## config.mk

```make
export PLATFORM = sky130hd
export DESIGN_NAME = cmem_arbiter
export DESIGN_NICKNAME = d
export VERILOG_FILES = /design/src/rtl/cmem_arbiter.sv
export SDC_FILE = /design/constraint.sdc
export NUM_CORES = 1
export LEC_CHECK = 0
export BUFFER_PORTS_ARGS = -buffer_cell sky130_fd_sc_hd__buf_2
export CORE_UTILIZATION = 35
export CTS_CLUSTER_SIZE = 20
export DETAILED_ROUTE_END_ITERATION = 8
export GPL_ROUTABILITY_DRIVEN = 0
export GPL_TIMING_DRIVEN = 0
export PLACE_DENSITY = 0.61
export SETUP_SLACK_MARGIN = 0.2
export SYNTH_ARGS = -nofsm -noshare
export SYNTH_HDL_FRONTEND = slang
export SYNTH_SLANG_ARGS = --single-unit
```

## constraint.sdc

```tcl
create_clock -name clk -period 1.7 [get_ports clk]
set_input_delay 0.085 -clock clk [delete_from_list [all_inputs] [get_ports clk]]
set_output_delay 0.085 -clock clk [all_outputs]
set_load 0.03 [all_outputs]
```

## src/rtl/cmem_arbiter.sv

```systemverilog
`default_nettype none
// ============================================================================
//  Module      : cmem_arbiter
//  Description : Two-port (instruction a / data b) round-robin arbiter in
//                front of a single downstream memory port. One transaction
//                is in flight at a time: IDLE grants, BUSY holds the latched
//                request until mem_resp, and DONE pulses the requester's
//                cmem_resp with the captured read data.
//  Revision    : 1.0  initial release
// ============================================================================
module cmem_arbiter (
    input  logic        clk,
    input  logic        rst_n,

    // instruction port (a)
    input  logic        cmem_read_a,
    input  logic        cmem_write_a,
    input  logic [31:0] cmem_address_a,
    input  logic [31:0] cmem_wdata_a,
    input  logic [3:0]  cmem_byte_enable_a,
    output logic        cmem_resp_a,
    output logic [31:0] cmem_rdata_a,

    // data port (b)
    input  logic        cmem_read_b,
    input  logic        cmem_write_b,
    input  logic [31:0] cmem_address_b,
    input  logic [31:0] cmem_wdata_b,
    input  logic [3:0]  cmem_byte_enable_b,
    output logic        cmem_resp_b,
    output logic [31:0] cmem_rdata_b,

    // downstream memory
    output logic        mem_read,
    output logic        mem_write,
    output logic [31:0] mem_address,
    output logic [31:0] mem_wdata,
    output logic [3:0]  mem_byte_enable,
    input  logic        mem_resp,
    input  logic [31:0] mem_rdata
);

    typedef enum logic [1:0] {
        ST_IDLE = 2'd0,
        ST_BUSY = 2'd1,
        ST_DONE = 2'd2
    } state_t;

    // Grant identifiers, also used as the encoding of last_grant.
    localparam logic c_grant_a = 1'b0;
    localparam logic c_grant_b = 1'b1;

    state_t      state_q, state_d;
    logic        last_grant_q, last_grant_d;
    logic        grant_q, grant_d;
    logic        mem_read_q, mem_read_d;
    logic        mem_write_q, mem_write_d;
    logic [31:0] mem_address_q, mem_address_d;
    logic [31:0] mem_wdata_q, mem_wdata_d;
    logic [3:0]  mem_byte_enable_q, mem_byte_enable_d;
    logic        cmem_resp_a_q, cmem_resp_a_d;
    logic        cmem_resp_b_q, cmem_resp_b_d;
    logic [31:0] cmem_rdata_a_q, cmem_rdata_a_d;
    logic [31:0] cmem_rdata_b_q, cmem_rdata_b_d;

    logic        w_pend_a;
    logic        w_pend_b;
    logic        w_pick_b;

    // A port is pending on read or write; both high is treated as a write.
    assign w_pend_a = cmem_read_a | cmem_write_a;
    assign w_pend_b = cmem_read_b | cmem_write_b;

    // b wins when it is alone, or when both contend and a was served last.
    assign w_pick_b = w_pend_b & (~w_pend_a | (last_grant_q == c_grant_a));

    // Next-state, latch and response logic; every output is taken from a flop.
    always_comb begin
        state_d           = state_q;
        last_grant_d      = last_grant_q;
        grant_d           = grant_q;
        mem_read_d        = mem_read_q;
        mem_write_d       = mem_write_q;
        mem_address_d     = mem_address_q;
        mem_wdata_d       = mem_wdata_q;
        mem_byte_enable_d = mem_byte_enable_q;
        cmem_resp_a_d     = 1'b0;
        cmem_resp_b_d     = 1'b0;
        cmem_rdata_a_d    = cmem_rdata_a_q;
        cmem_rdata_b_d    = cmem_rdata_b_q;

        case (state_q)
            ST_IDLE: begin
                if (w_pend_a | w_pend_b) begin
                    grant_d      = w_pick_b;
                    last_grant_d = w_pick_b;
                    state_d      = ST_BUSY;
                    if (w_pick_b) begin
                        mem_write_d       = cmem_write_b;
                        mem_read_d        = cmem_read_b & ~cmem_write_b;
                        mem_address_d     = cmem_address_b;
                        mem_wdata_d       = cmem_wdata_b;
                        mem_byte_enable_d = cmem_byte_enable_b;
                    end else begin
                        mem_write_d       = cmem_write_a;
                        mem_read_d        = cmem_read_a & ~cmem_write_a;
                        mem_address_d     = cmem_address_a;
                        mem_wdata_d       = cmem_wdata_a;
                        mem_byte_enable_d = cmem_byte_enable_a;
                    end
                end
            end

            ST_BUSY: begin
                // The latched request is completed even if the requester has
                // since dropped its request lines.
                if (mem_resp) begin
                    mem_read_d  = 1'b0;
                    mem_write_d = 1'b0;
                    state_d     = ST_DONE;
                    if (grant_q == c_grant_b) begin
                        cmem_resp_b_d  = 1'b1;
                        cmem_rdata_b_d = mem_rdata;
                    end else begin
                        cmem_resp_a_d  = 1'b1;
                        cmem_rdata_a_d = mem_rdata;
                    end
                end
            end

            // The response pulse is visible during this state; no
            // arbitration happens here so the next grant is made in IDLE.
            ST_DONE: begin
                state_d = ST_IDLE;
            end

            default: begin
                state_d = ST_IDLE;
            end
        endcase
    end

    // State and output registers, cleared asynchronously by rst_n.
    always_ff @(posedge clk or negedge rst_n) begin
        if (!rst_n) begin
            state_q           <= ST_IDLE;
            last_grant_q      <= c_grant_a;
            grant_q           <= c_grant_a;
            mem_read_q        <= 1'b0;
            mem_write_q       <= 1'b0;
            mem_address_q     <= 32'd0;
            mem_wdata_q       <= 32'd0;
            mem_byte_enable_q <= 4'd0;
            cmem_resp_a_q     <= 1'b0;
            cmem_resp_b_q     <= 1'b0;
            cmem_rdata_a_q    <= 32'd0;
            cmem_rdata_b_q    <= 32'd0;
        end else begin
            state_q           <= state_d;
            last_grant_q      <= last_grant_d;
            grant_q           <= grant_d;
            mem_read_q        <= mem_read_d;
            mem_write_q       <= mem_write_d;
            mem_address_q     <= mem_address_d;
            mem_wdata_q       <= mem_wdata_d;
            mem_byte_enable_q <= mem_byte_enable_d;
            cmem_resp_a_q     <= cmem_resp_a_d;
            cmem_resp_b_q     <= cmem_resp_b_d;
            cmem_rdata_a_q    <= cmem_rdata_a_d;
            cmem_rdata_b_q    <= cmem_rdata_b_d;
        end
    end

    assign mem_read        = mem_read_q;
    assign mem_write       = mem_write_q;
    assign mem_address     = mem_address_q;
    assign mem_wdata       = mem_wdata_q;
    assign mem_byte_enable = mem_byte_enable_q;
    assign cmem_resp_a     = cmem_resp_a_q;
    assign cmem_resp_b     = cmem_resp_b_q;
    assign cmem_rdata_a    = cmem_rdata_a_q;
    assign cmem_rdata_b    = cmem_rdata_b_q;

endmodule
`default_nettype wire

```

* Word level (Yosys, flattened, before mapping)
Index checks and enable logic that the tools add are counted.
Cells by class: muxes and demuxes 19, reduce and logical (&&, ||, !) cells 7, bitwise operators 11, equality and inequality tests 3
Operators by type and width (number):
- 32-bit 2-to-1 mux | 2
- 1-bit 2-to-1 mux | 11
- 3-bit AND reduction | 3
- 2-bit 2-to-1 mux | 2
- 4-bit 2-to-1 mux | 1
- 2-bit != test (second input constant) | 2
- 1-bit inverter | 4
- 1-bit OR | 4
- 1-bit one-hot mux with 2 select lines | 2
- 2-bit one-hot mux with 2 select lines | 1
- 2-bit AND reduction | 2
- 1-bit AND | 3
- 2-bit by 1-bit == test with 1-bit output (second input constant) | 1
- 2-bit zero test | 1
- 2-bit nonzero test | 1
Word-level totals: input port bits 175, word-level logic and storage cells 51, output and inout bits 136, flip-flop bits (word level) 139

* Depth between registers and ports, before layout
Gate-level depths: netlist of run 1.
depth in word-level cells 7, gate-level depth with buffers 7, mapped depth without buffers 5

* Worst setup path before layout of run 1
OpenSTA, ideal clock, no wires.
path kind register to register, start point register state_q[1], end point register cmem_rdata_a_q[2] (netlist: cmem_rdata_a[2]), path buffers 1, cell stages (with the launch flop) 6, clock period less this slack 1545 ps, arrival 1421 ps, slack 155 ps, required time 1575 ps, library setup time 125 ps, cells stage by stage dfrtp_1 nand2b_1 or2_4 nor2_4 buf_4 mux2_2
On the way: word-level cells in the longest chain between the ends 2
Ends and longest elaborated chain:
- from (decl) | RTL line 53 | state_t state_q, state_d;
- from (signal assigned) | RTL line 159 | state_q <= state_d;
- 2-bit by 1-bit == test with 1-bit output | RTL line 92 | case (state_q)
- 3-bit AND reduction (no line)
- to (signal assigned) | RTL line 169 | cmem_rdata_a_q <= cmem_rdata_a_d;
- to (decl) | RTL line 63 | logic [31:0] cmem_rdata_a_q, cmem_rdata_a_d;
Every way passes these cells. A chain may end at the register's enable or synchronous reset.

* Worst setup path after layout of run 1
start point register state_q[0], end point register cmem_rdata_a_q[22] (netlist: cmem_rdata_a[22])
The elaborated chain is that of the path after synthesis.

==> results.txt, run 1 <==
The flow ran to the end, and the final reports show no timing, DRC or antenna violations. In this run the most critical hold path is launched from cmem_read_a. The hold violation total from the final report came out at 0. The worst path required time is around 2 ns.

The number of synthesized flops with an enable pin came out at 0. The maximum operating frequency came out at 617.9 MHz. The clock latency on the worst-skew pair came out at approximately 0.42 ns. The number of cells on the worst reg-to-reg path came out at 6.

Net switching is 44.90% of the power. The worst pin sits at a relative slew slack of between 50 and 60%. In this run the worst path has a maximum fanout of 5. In this run the standard cell core region covers roughly 17,000 sq um. The async set or reset register ratio after synthesis came out at 100.0%.

Buffers inserted during clock tree synthesis total 17. The clock tree buffer depth came out at 2. In the routed layout, each cell is associated on average with a via count of 4.761. The number of warnings issued by yosys is 0. The remaining antenna violation count is 0. The count of standard-cell rows came out at 47. The synthesized area divided by synthesized cell count came out at 11.02 sq um. The final net count is approximately 1,200. The number of register bits inferred by synthesis is 139. The dominant synthesized flop cell is sky130_fd_sc_hd__dfrtp_1. During I/O placement, the number of pins put on the boundary was 311. The number of standard cells after synthesis is about 540. The critical path startpoint category is a flip-flop. The floorplan die area came out at about 17,000 sq um. The power spent charging and discharging nets is 9363 uW. From bottom edge to top edge, the die measures about 130 um. The library cells used most frequently in the layout, excluding fill and tap cells, are sky130_fd_sc_hd__buf_2, sky130_fd_sc_hd__dlygate4sd3_1, sky130_fd_sc_hd__dfrtp_1, sky130_fd_sc_hd__a21oi_1, sky130_fd_sc_hd__nor2_1. The share of the clock period used by the worst path after layout is 95.20%.

The hold-critical path depth is 3. The die is approximately 130 um wide. The total grt overflow came out at 0.

The type of the worst min-delay path is input port to flip-flop. Input and output buffers added on the ports amount to 310. The slowest stage cell on the critical path is sky130_fd_sc_hd__dfrtp_1. The iteration-0 DRC count of the detailed router is 298. The utilization of the core after routing is about 64%. The deepest level of the CTS H-tree is 4. The category of the worst setup path capture point is a flip-flop. The data arrival time at the worst-slack endpoint is 1.91 ns. The count of different cell masters after synthesis came out at 27. The actual slew at the worst max-slew pin is 0.7060 ns. The number of global-route vias before repair came out at 6,539.

Sequential cells account for 28.1% of the total power. The layout overhead on the synthesized area came out at 77.60%. The endpoint identified for the worst register-to-register timing path is cmem_rdata_a[22]. Per report_power, the combinational group accounts for 54.3% of the total. The count of inserted antenna diode cells came out at 0. The commonest non-fill, non-tap cell in the layout is sky130_fd_sc_hd__buf_2. The clock period minus final worst setup slack came out at 1.618 ns. The total setup violations reported at the end of the flow is 0. The first-pass GRT wire length is ~34,000 um. CTS saw roughly 140 sinks.

The reported leakage power came out at 0.005101 uW. The maximum cell stage delay along the critical path is between 0.4 and 0.5 ns. Counting both buffers and inverters, the worst setup path holds a total of 2.

The endpoint of the worst hold path is mem_read. The pin count of the biggest net entering global routing is 74. The critical path is of the flip-flop to flip-flop type.

The number of antenna violations at the first check in global routing is 0. Summed over all layers, the routed wires come to 21,090 um. The detail-routed net length per standard cell is 16.42 um. In the global route stage, overall resource usage came out at between 20 and 25%. The signal on the critical path passes through nand2b_4, or2_4, nor2_4, buf_4, buf_6, mux2_2. The starting density of the core came out at 35.80%. Broken down by cell family, the worst path's largest delay share belongs to flip-flops. The root buffer selected by CTS is sky130_fd_sc_hd__clkbuf_16. Setup repair after global routing could not meet its margin everywhere. The peak ir drop on the vdd network came out at 876.0 uV. The number of slew-limit violations in the final report was 0. The area of the mapped netlist came out at 5916 sq um. The register area share after synthesis is 58.80%.

The share of total power dissipated in the clock network is 17.6%. The startpoint identified for the worst register-to-register timing path is state_q[0]. TritonCTS built the clock tree.

Power spread over the standard cell area amounts to between 1500 and 2000 nW/um^2. After clock tree synthesis, the clock-pin slew on the worst setup and hold paths is 0.06 ns. The total number of vias is 6,113. The synthesized netlist net count is 712. The estimated wirelength of the detail-placed design is 12,950 um. The max-cap violation count is 0. The number of iterations in the first detailed-routing pass came out at 5. The internal power of the cells totals 11,490 uW. The proportion of layout cells with a drive suffix above 1 is 45.49%. The final setup skew came out at 0.01079 ns. The power consumption is ~21,000 uW. The total DRC errors in the routed layout came out at 0.

The worst reg-to-reg setup slack is 0.08 ns.
worst reg2reg max path: cells and delay by family, from the launching register on:
kind          cells  cell delay (ns)
mux               1             0.33
buf+inv           2             0.26
flops             1             0.46
simple gates      3             0.44
flip-flops by register name, indices dropped and copies added, names as in the netlist:
signal / flops
cmem_rdata_a: 32
cmem_rdata_b: 32
mem_address: 32
mem_wdata: 32
mem_byte_enable: 4
state_q: 2
cmem_resp_a: 1
cmem_resp_b: 1
grant_q: 1
mem_read: 1
mem_write: 1
power groups by stage:
stage | clock network (uW) | logic [uW] | registers [uW]
after floorplan | 0 | 3620 | 9160
after global placement | 0 | 9920 | 5850
after detailed placement | 0 | 10000 | 5870
after CTS | 3760 | 10700 | 5830
after global routing | 3900 | 12000 | 6080
final | 3670 | 11300 | 5870
area by class of cell:
class	count	area (sq um)
multi-input cells	358	2327
clock inverters	13	142.6
flip-flops and latches	139	3480
inverters	4	15.01
repair buffers	496	3441
clock buffers	19	442.9
well taps	220	275.3
fillers	1309	6018
plain buffers	35	382.9
worst max-delay path by stage:
stage / from / to / slack, ns / cells after the start
floorplan: state_q[1] / cmem_rdata_a[2] / 0.17 / 5
global placement: rst_n / cmem_rdata_b[20] / -1.51 / 1
detailed placement: state_q[0] / mem_wdata[25] / -0.13 / 4
CTS: state_q[1] / cmem_rdata_a[23] / 0.04 / 6
global route: state_q[1] / cmem_rdata_a[22] / 0.04 / 6
finish: state_q[0] / cmem_rdata_a[22] / 0.08 / 6
cell usage after synthesis (2+ instances only):
| cell | n | share of area (%) |
|---|---|---|
| sky130_fd_sc_hd__nand2_1 | 69 | 4.4 |
| sky130_fd_sc_hd__nor2_1 | 70 | 4.4 |
| sky130_fd_sc_hd__a21oi_2 | 8 | 1.2 |
| sky130_fd_sc_hd__inv_1 | 3 | 0.19 |
| sky130_fd_sc_hd__mux2_4 | 29 | 7.4 |
| sky130_fd_sc_hd__dfrtp_1 | 139 | 59 |
| sky130_fd_sc_hd__nand2b_1 | 3 | 0.32 |
| sky130_fd_sc_hd__buf_2 | 14 | 1.2 |
| sky130_fd_sc_hd__a21oi_1 | 129 | 11 |
| sky130_fd_sc_hd__mux2_1 | 4 | 0.76 |
| sky130_fd_sc_hd__mux2_2 | 31 | 5.9 |
| sky130_fd_sc_hd__o21ai_2 | 2 | 0.30 |
| sky130_fd_sc_hd__clkbuf_1 | 10 | 0.63 |
| sky130_fd_sc_hd__buf_4 | 6 | 0.76 |
| sky130_fd_sc_hd__buf_6 | 6 | 1.1 |
| sky130_fd_sc_hd__o21ai_0 | 3 | 0.25 |
metal layers:
| layer | global-route usage [%] | wire length [um] |
|---|---|---|
| met1 | 29.00 | 8385 |
| met2 | 42.33 | 10730 |
| met3 | 4.844 | 1058 |
| met4 | 13.24 | 914 |
| met5 | 0 | 0 |
logic make-up after synthesis:
kind of cell    Yosys count  synth area share, %
compound gates          146                13.24
buf+inv                  40                3.976
flops                   139                58.80
mux                      64                14.02
simple gates            148                9.962
stage by stage:
stage	setup TNS, ns	instances	hold WS [ns]	setup WS (ns)	area [sq um]
after floorplan	0	537	-0.2106	0.1665	5934
after CTS	0	1278	0.05195	0.04064	10280
after detailed placement	-3.924	1068	0.1576	-0.1293	7795
final	0	1284	0.07458	0.08158	10510
after global placement	-211.19	1067	0.2937	-1.512	7761
after global routing	0	1284	0.08110	0.03755	10510
repair_timing:
item                                    4_1_cts  5_1_grt
endpoints found under the setup margin      131      119
cloned                                        1        1
resized for setup                            35       53
pin swaps                                     2        1
hold buffers                                170        0
buffers inserted                              8        5
endpoints found under the hold margin       205        0
No activity file was read; power rests on OpenSTA's default activity.
==> run 2, diff against run 1 <==
--- a/config.mk
+++ b/config.mk
@@ -7,6 +7,7 @@
 export LEC_CHECK = 0
 export BUFFER_PORTS_ARGS = -buffer_cell sky130_fd_sc_hd__buf_2
 export CORE_UTILIZATION = 35
+export CTS_BUF_LIST = sky130_fd_sc_hd__clkbuf_4 sky130_fd_sc_hd__clkbuf_8
 export CTS_CLUSTER_SIZE = 20
 export DETAILED_ROUTE_END_ITERATION = 8
 export GPL_ROUTABILITY_DRIVEN = 0
==> run 2 against run 1 <==
Hold slack got worse by 0.027 ns. Global-route usage increased by 0.29 points. Critical path depth increased by 1. Sequential cell count unchanged. Critical path type unchanged. Critical endpoint is now cmem_rdata_b[14]. Largest power group unchanged.
==> results.txt, run 2 (synthesis gave the netlist of run 1 again) <==
For this run the aggregate overflow at the end of global routing stands at 0. The number of buffers created by CTS came out at 17. The class of the most critical setup path is flip-flop to flip-flop.

The tree built by TritonCTS fans out to between 100 and 150 sinks. The share of the clock period used by the worst path after layout came out at 97.98%. The placeable core region is 16,520 sq um. The cell family contributing the most delay on the critical path is flip-flops.

The number of antenna violations at the first check in global routing is 0. The clock period minus final worst setup slack came out at 1.666 ns. The relative slew slack came out at 53.54%. On the final layout, the worst clock skew is 0.01290 ns. The hold violation total from the final report was 0. The largest individual stage delay along the critical path comes from the cell sky130_fd_sc_hd__dfrtp_1. The initialized floorplan defines 47 standard-cell rows. The data arrival time at the worst-slack endpoint came out at 2.00 ns. Leaving out fill and tap cells, the most frequent cell in the layout is sky130_fd_sc_hd__buf_2. The number of slew-limit violations in the final report is 0.

The number of I/O pins is around 310. The floorplan die area is approximately 17,000 sq um. The pin count of the biggest net entering global routing is 74.

The number of iterations in the first detailed-routing pass is 5. The maximum operating frequency came out at ~600 MHz. The worst path required time is 2.03 ns. The count of buffer and inverter cells on the critical path came out at 3. TritonCTS built the clock tree. The worst setup slack after layout came out at 0.03435 ns. The die is 132.0 um wide. The total number of vias came out at 6,148.

Leaving out fill and tap cells, the most frequent cells in the layout are sky130_fd_sc_hd__buf_2, sky130_fd_sc_hd__dlygate4sd3_1, sky130_fd_sc_hd__dfrtp_1, sky130_fd_sc_hd__a21oi_1, sky130_fd_sc_hd__nor2_1. The iteration-0 DRC count of the detailed router came out at 316. Setup repair after global routing could not meet its margin everywhere.

The remaining antenna violation count came out at 0. Of all nets on the critical path, the largest fanout is 8. The final wirelength is 21,500 um. The deepest level of the CTS H-tree came out at 4.

The y dimension of the die is 132.0 um. In this run the clock root is driven by a sky130_fd_sc_hd__clkbuf_8. The total DRC errors in the routed layout is 0. The total setup violations reported at the end of the flow is 0. Global routing used 24.90% of the available tracks. The run finished with clean final reports.

The critical path startpoint category is a flip-flop. The clock tree buffer depth came out at 2. The worst setup path is captured at a flip-flop. The pre-CTS setup slack is -0.1293 ns.

In the routed layout, each cell is associated on average with a via count of 4.770. In this run the power density over the cells is between 1500 and 2000 nW/um^2. In this design, the stage delay of the slowest critical-path cell is roughly 0.47 ns. The layout overhead on the synthesized area came out at 77.43%.

The proportion of layout cells with a drive suffix above 1 came out at 46.59%. The final net count is ~1,200. The count of inserted antenna diode cells came out at 0. The quantity of I/O buffers inserted on ports came out at 310. The filler cell count came out at 1,302. The number of cells in the design after placement is 1,068. The starting density of the core is 35.80%. VDD sags by at most 883.3 uV. The worst hold path belongs to the class input port to flip-flop. The reported leakage power is 0.005145 uW. Max-cap violations in this run came to 0. The power consumption is 20,260 uW. The number of global-route vias before repair came out at 6,535. The first-pass GRT wire length came out at 33,820 um. Dividing the detail-routed wire length by the instance count gives 16.68 um.

The post-route non-filler standard cell count came out at 1,289. The clock slew at the register clock pins of the worst setup and hold paths is 0.08 ns. For the worst-skew pair, the clock arrives at the later sink with an insertion delay of roughly 0.44 ns.

The actual slew at the worst max-slew pin came out at 0.6970 ns. Detailed placement finished with a half-perimeter wire length of roughly 13,000 um. The signal on the critical path passes through nand2b_4, or2_4, buf_6, inv_6, nand2_8, clkbuf_16, mux2_4.
run 2: cell count changes in the layout (fill, tap and decap cells not counted), sizes merged:
cell	change
buf	+2
clkbuf	+3
run 2: per-stage QoR:
stage	cell area [sq um]	TNS [ns]	hold slack (ns)	util, %
6_report	10500	0	0.04711	63.52
5_1_grt	10500	-0.01315	0.03139	63.52
4_1_cts	10210	-0.008072	0.009114	61.79
3_5_place_dp	7795	-3.924	0.1576	47.17
3_3_place_gp	7761	-211.19	0.2937	46.97
2_1_floorplan	5934	0	-0.2106	-
run 2: final timing paths:
kind | from | end | slack (ns) | cells past startpoint
hold / removal | cmem_read_a | mem_read | 0.05 | 3
setup / recovery | state_q[0] | cmem_rdata_b[14] | 0.03 | 7
setup reg to reg | state_q[0] | cmem_rdata_b[14] | 0.03 | 7
max in group asynchronous | rst_n | cmem_rdata_a[31] | 0.68 | 3
min in group asynchronous | rst_n | mem_wdata[0] | 0.23 | 2
hold reg to reg | cmem_rdata_b[31] | cmem_rdata_b[31] | 0.50 | 1
run 2: cell type report:
cell class	count	area, sq um	share of cell area, %
Timing Repair Buffer	501	3538	33.71
Sequential cell	139	3480	33.15
Multi-Input combinational cell	358	2402	22.89
Buffer	35	382.9	3.648
Tap cell	220	275.3	2.622
Clock buffer	19	255.2	2.432
Clock inverter	13	142.6	1.359
Inverter	4	20.02	0.1907
run 2: worst min-delay path, cell delays in order:
cell and delay [ns]:
sky130_fd_sc_hd__buf_2 0.12, sky130_fd_sc_hd__a31oi_1 0.11, sky130_fd_sc_hd__o21ai_0 0.13
run 2: report_power, final:
group          internal (uW)  switching (uW)  total [uW]
Clock                   1360            1340        2710
Sequential              5000             895        5890
Combinational           4540            7120       11700
run 2: repair_timing:
item	4_1_cts	5_1_grt
endpoints found under the setup margin	131	122
hold buffers	170	0
endpoints found under the hold margin	205	0
setup buffers	9	6
pin swaps	4	2
resized for setup	56	69
gates cloned	3	2
run 2: per-layer routing:
| layer | GRT usage (%) | share of wire, % | up-vias |
|---|---|---|---|
| li1 | - | - | 2855 |
| met1 | 29.58 | 40 | 2958 |
| met2 | 42.56 | 50 | 269 |
| met3 | 5.075 | 5.0 | 66 |
| met4 | 13.05 | 4.2 | 0 |
| met5 | 0 | 0 | - |
==> run 3, diff against run 2 <==
--- a/config.mk
+++ b/config.mk
@@ -7,7 +7,7 @@
 export LEC_CHECK = 0
 export BUFFER_PORTS_ARGS = -buffer_cell sky130_fd_sc_hd__buf_2
 export CORE_UTILIZATION = 35
-export CTS_BUF_LIST = sky130_fd_sc_hd__clkbuf_4 sky130_fd_sc_hd__clkbuf_8
+export CTS_BUF_LIST = sky130_fd_sc_hd__clkbuf_8 sky130_fd_sc_hd__clkbuf_16
 export CTS_CLUSTER_SIZE = 20
 export DETAILED_ROUTE_END_ITERATION = 8
 export GPL_ROUTABILITY_DRIVEN = 0
==> run 3 against run 2 <==
Fmax is 3.1% higher. Clock-buffer cell count fell by 1. Die area unchanged. Wire length shrank 1.9%. Final area about the same. Sequential cell count did not move. Critical path type unchanged. Via count shrank 0.50%. Total power up 2.9%. Sequential power about the same. Final cell count shrank 0.39%.
==> results.txt, run 3 (synthesis gave the netlist of run 1 again) <==
The areal power density over the cells came out at a little under 2000 nW/um^2. The root buffer selected by CTS is sky130_fd_sc_hd__clkbuf_16. The floorplan step defined a core boundary enclosing 16,520 sq um. The maximum operating frequency came out at 618.8 MHz. Clock-pin slew was measured on the worst setup and hold paths at 0.06 ns.

The via density per instance came out at 4.764. The number of buffers created by CTS came out at 17. For the pin with the worst max-slew slack, the measured transition is 0.7074 ns. Traced cell by cell, the critical path runs through nand2b_4, or2_4, nor2_4, buf_4, buf_6, mux2_2. The die is about 130 um tall. The worst setup slack after layout came out at 0.08392 ns. TritonCTS built the clock tree. The first-pass GRT wire length came out at about 34,000 um. The post-route cell area is 10,510 sq um. The total setup violations reported at the end of the flow came out at 0. The share of the clock period used by the worst path after layout is 95.06%.

The pre-antenna-repair detailed-routing pass consisted of 5 iterations. The clock reaches the later pin of the worst-skew pair after 0.42 ns. The post-route netlist has approximately 45% of its cells at a drive strength greater than 1. Prior to clock tree synthesis, the placed netlist has a worst setup slack of -0.1293 ns.

At the worst endpoint, the required time is 2.00 ns. The floorplan step set the die width to between 100 and 150 um. The quantity of I/O buffers inserted on ports is 310.

The starting density of the core is 35.80%. In this run the tightest slew margin relative to its limit is 52.84%. The peak ir drop on the vdd network is 875.6 uV. The number of antenna violations at the first check in global routing is 0. The clock arrives with about 0.011 ns of skew. The floorplan die area is 17,430 sq um. For this run, design rule violations remaining after detail routing come to 0. Hold is met by 0.07450 ns.

The count of inserted antenna diode cells is 0. Summing all multi-input logic gate instances after layout gives 2327 sq um. The completed layout was analyzed and its total power is between 20,000 and 25,000 uW. The total grt overflow came out at 0. The hold violation total from the final report is 0. For this run, the slowest stage of the critical path takes ~0.4 ns.

The type of the worst min-delay path is input port to flip-flop. In this run the remaining antenna-violating nets after routing total 0. Summing all placed instances gives a cell area of 7795 sq um. By startpoint and endpoint, the worst setup path is classified as flip-flop to flip-flop. The run finished with clean final reports. The critical path startpoint category is a flip-flop. Across all layers, the routed design uses 6,117 vias. CTS built an H-tree with a depth of 4. The layout overhead on the synthesized area came out at 77.60%. In this run the static leakage power is 0.005106 uW. For the worst setup path, the data arrival time is around 1.9 ns. The iteration-0 DRC count of the detailed router came out at approximately 290. Summing all flip-flop and latch instances after layout gives between 3000 and 4000 sq um.

The final net count came out at 1,226. The slowest stage cell on the critical path is sky130_fd_sc_hd__dfrtp_1. In the layout the commonest cells are sky130_fd_sc_hd__buf_2, sky130_fd_sc_hd__dlygate4sd3_1, sky130_fd_sc_hd__dfrtp_1, sky130_fd_sc_hd__a21oi_1, sky130_fd_sc_hd__nor2_1. Dividing the detail-routed wire length by the instance count gives 16.43 um. The filler cell count is between 1,000 and 1,500. Summed over all nets, the half-perimeter wirelength after detailed placement is 12,950 um. The overall fraction of global-route tracks in use is around a quarter.

The clock period minus final worst setup slack is 1.616 ns. The number of slew-limit violations in the final report is 0. The largest fanout of any net on the critical path came out at 5.

Leaving out fill and tap cells, the most frequent cell in the layout is sky130_fd_sc_hd__buf_2. 311 I/O pins were placed. The number of sinks on the clock net came out at 139. The clock tree buffer depth came out at 2. The max-cap violation count came out at 0. The worst setup path is captured at a flip-flop.

The final wirelength is 21,090 um. Setup repair after global routing could not meet its margin everywhere. The pin count of the biggest net entering global routing is 74. The count of standard-cell rows is 47. The number of global-route vias before repair came to 6,544.
==> run 3: cell count changes in the layout (fill, tap and decap cells not counted), sizes merged <==
cell and change:
inv +1, clkbuf -4, buf -2
==> run 3: final cells by class <==
| class | instances | share of cell area, % |
|---|---|---|
| buffer | 35 | 3.644 |
| clock buffer | 18 | 4.180 |
| clock inverter | 14 | 1.393 |
| inverter | 4 | 0.1429 |
| multi-input combinational | 358 | 22.15 |
| sequential | 139 | 33.12 |
| tap | 220 | 2.620 |
| timing repair buffer | 496 | 32.75 |
==> run 3: path summary, 6_finish.rpt <==
| check | cells after the start | end | from | slack (ns) |
|---|---|---|---|---|
| min in group asynchronous | 2 | mem_wdata[6] | rst_n | 0.26 |
| worst max-delay path | 6 | cmem_rdata_a[22] | state_q[1] | 0.08 |
| worst min register to register | 1 | cmem_rdata_a[11] | cmem_rdata_a[11] | 0.48 |
| max in group asynchronous | 3 | cmem_rdata_a[4] | rst_n | 0.66 |
| worst min-delay path | 3 | mem_read | cmem_read_a | 0.07 |
| worst max register to register | 6 | cmem_rdata_a[22] | state_q[1] | 0.08 |
==> run 3: metal layers <==
metal  part of all wire [%]  track usage (%)
met1                     40            29.03
met2                     51            42.33
met3                    5.3            4.844
met4                    4.5            13.24
met5                      0                0
==> run 3: critical path: cells and delay by family (launching register included) <==
family | cells | cell delay [ns]
buffers and inverters | 2 | 0.26
DFF | 1 | 0.39
muxes | 1 | 0.33
and+or+nand+nor | 3 | 0.51
==> run 3: per-stage QoR <==
step           instances  util, %  setup TNS (ns)
6_report            1284    63.58               0
5_1_grt             1284    63.58               0
4_1_cts             1278    62.20               0
3_5_place_dp        1068    47.17          -3.924
3_3_place_gp        1067    46.97         -211.19
2_1_floorplan        537        -               0
==> run 3: what timing repair did <==
item / CTS / global route
setup endpoints to repair: 131 / 119
gates resized for setup: 35 / 53
hold buffers: 170 / 0
pin swaps: 2 / 1
gates cloned: 1 / 1
buffers inserted: 8 / 5
endpoints found under the hold margin: 205 / 0
==> run 3: power breakdown <==
group | switching (uW) | internal (uW)
logic | 7030 | 4280
registers | 859 | 5010
clock network | 1470 | 2200
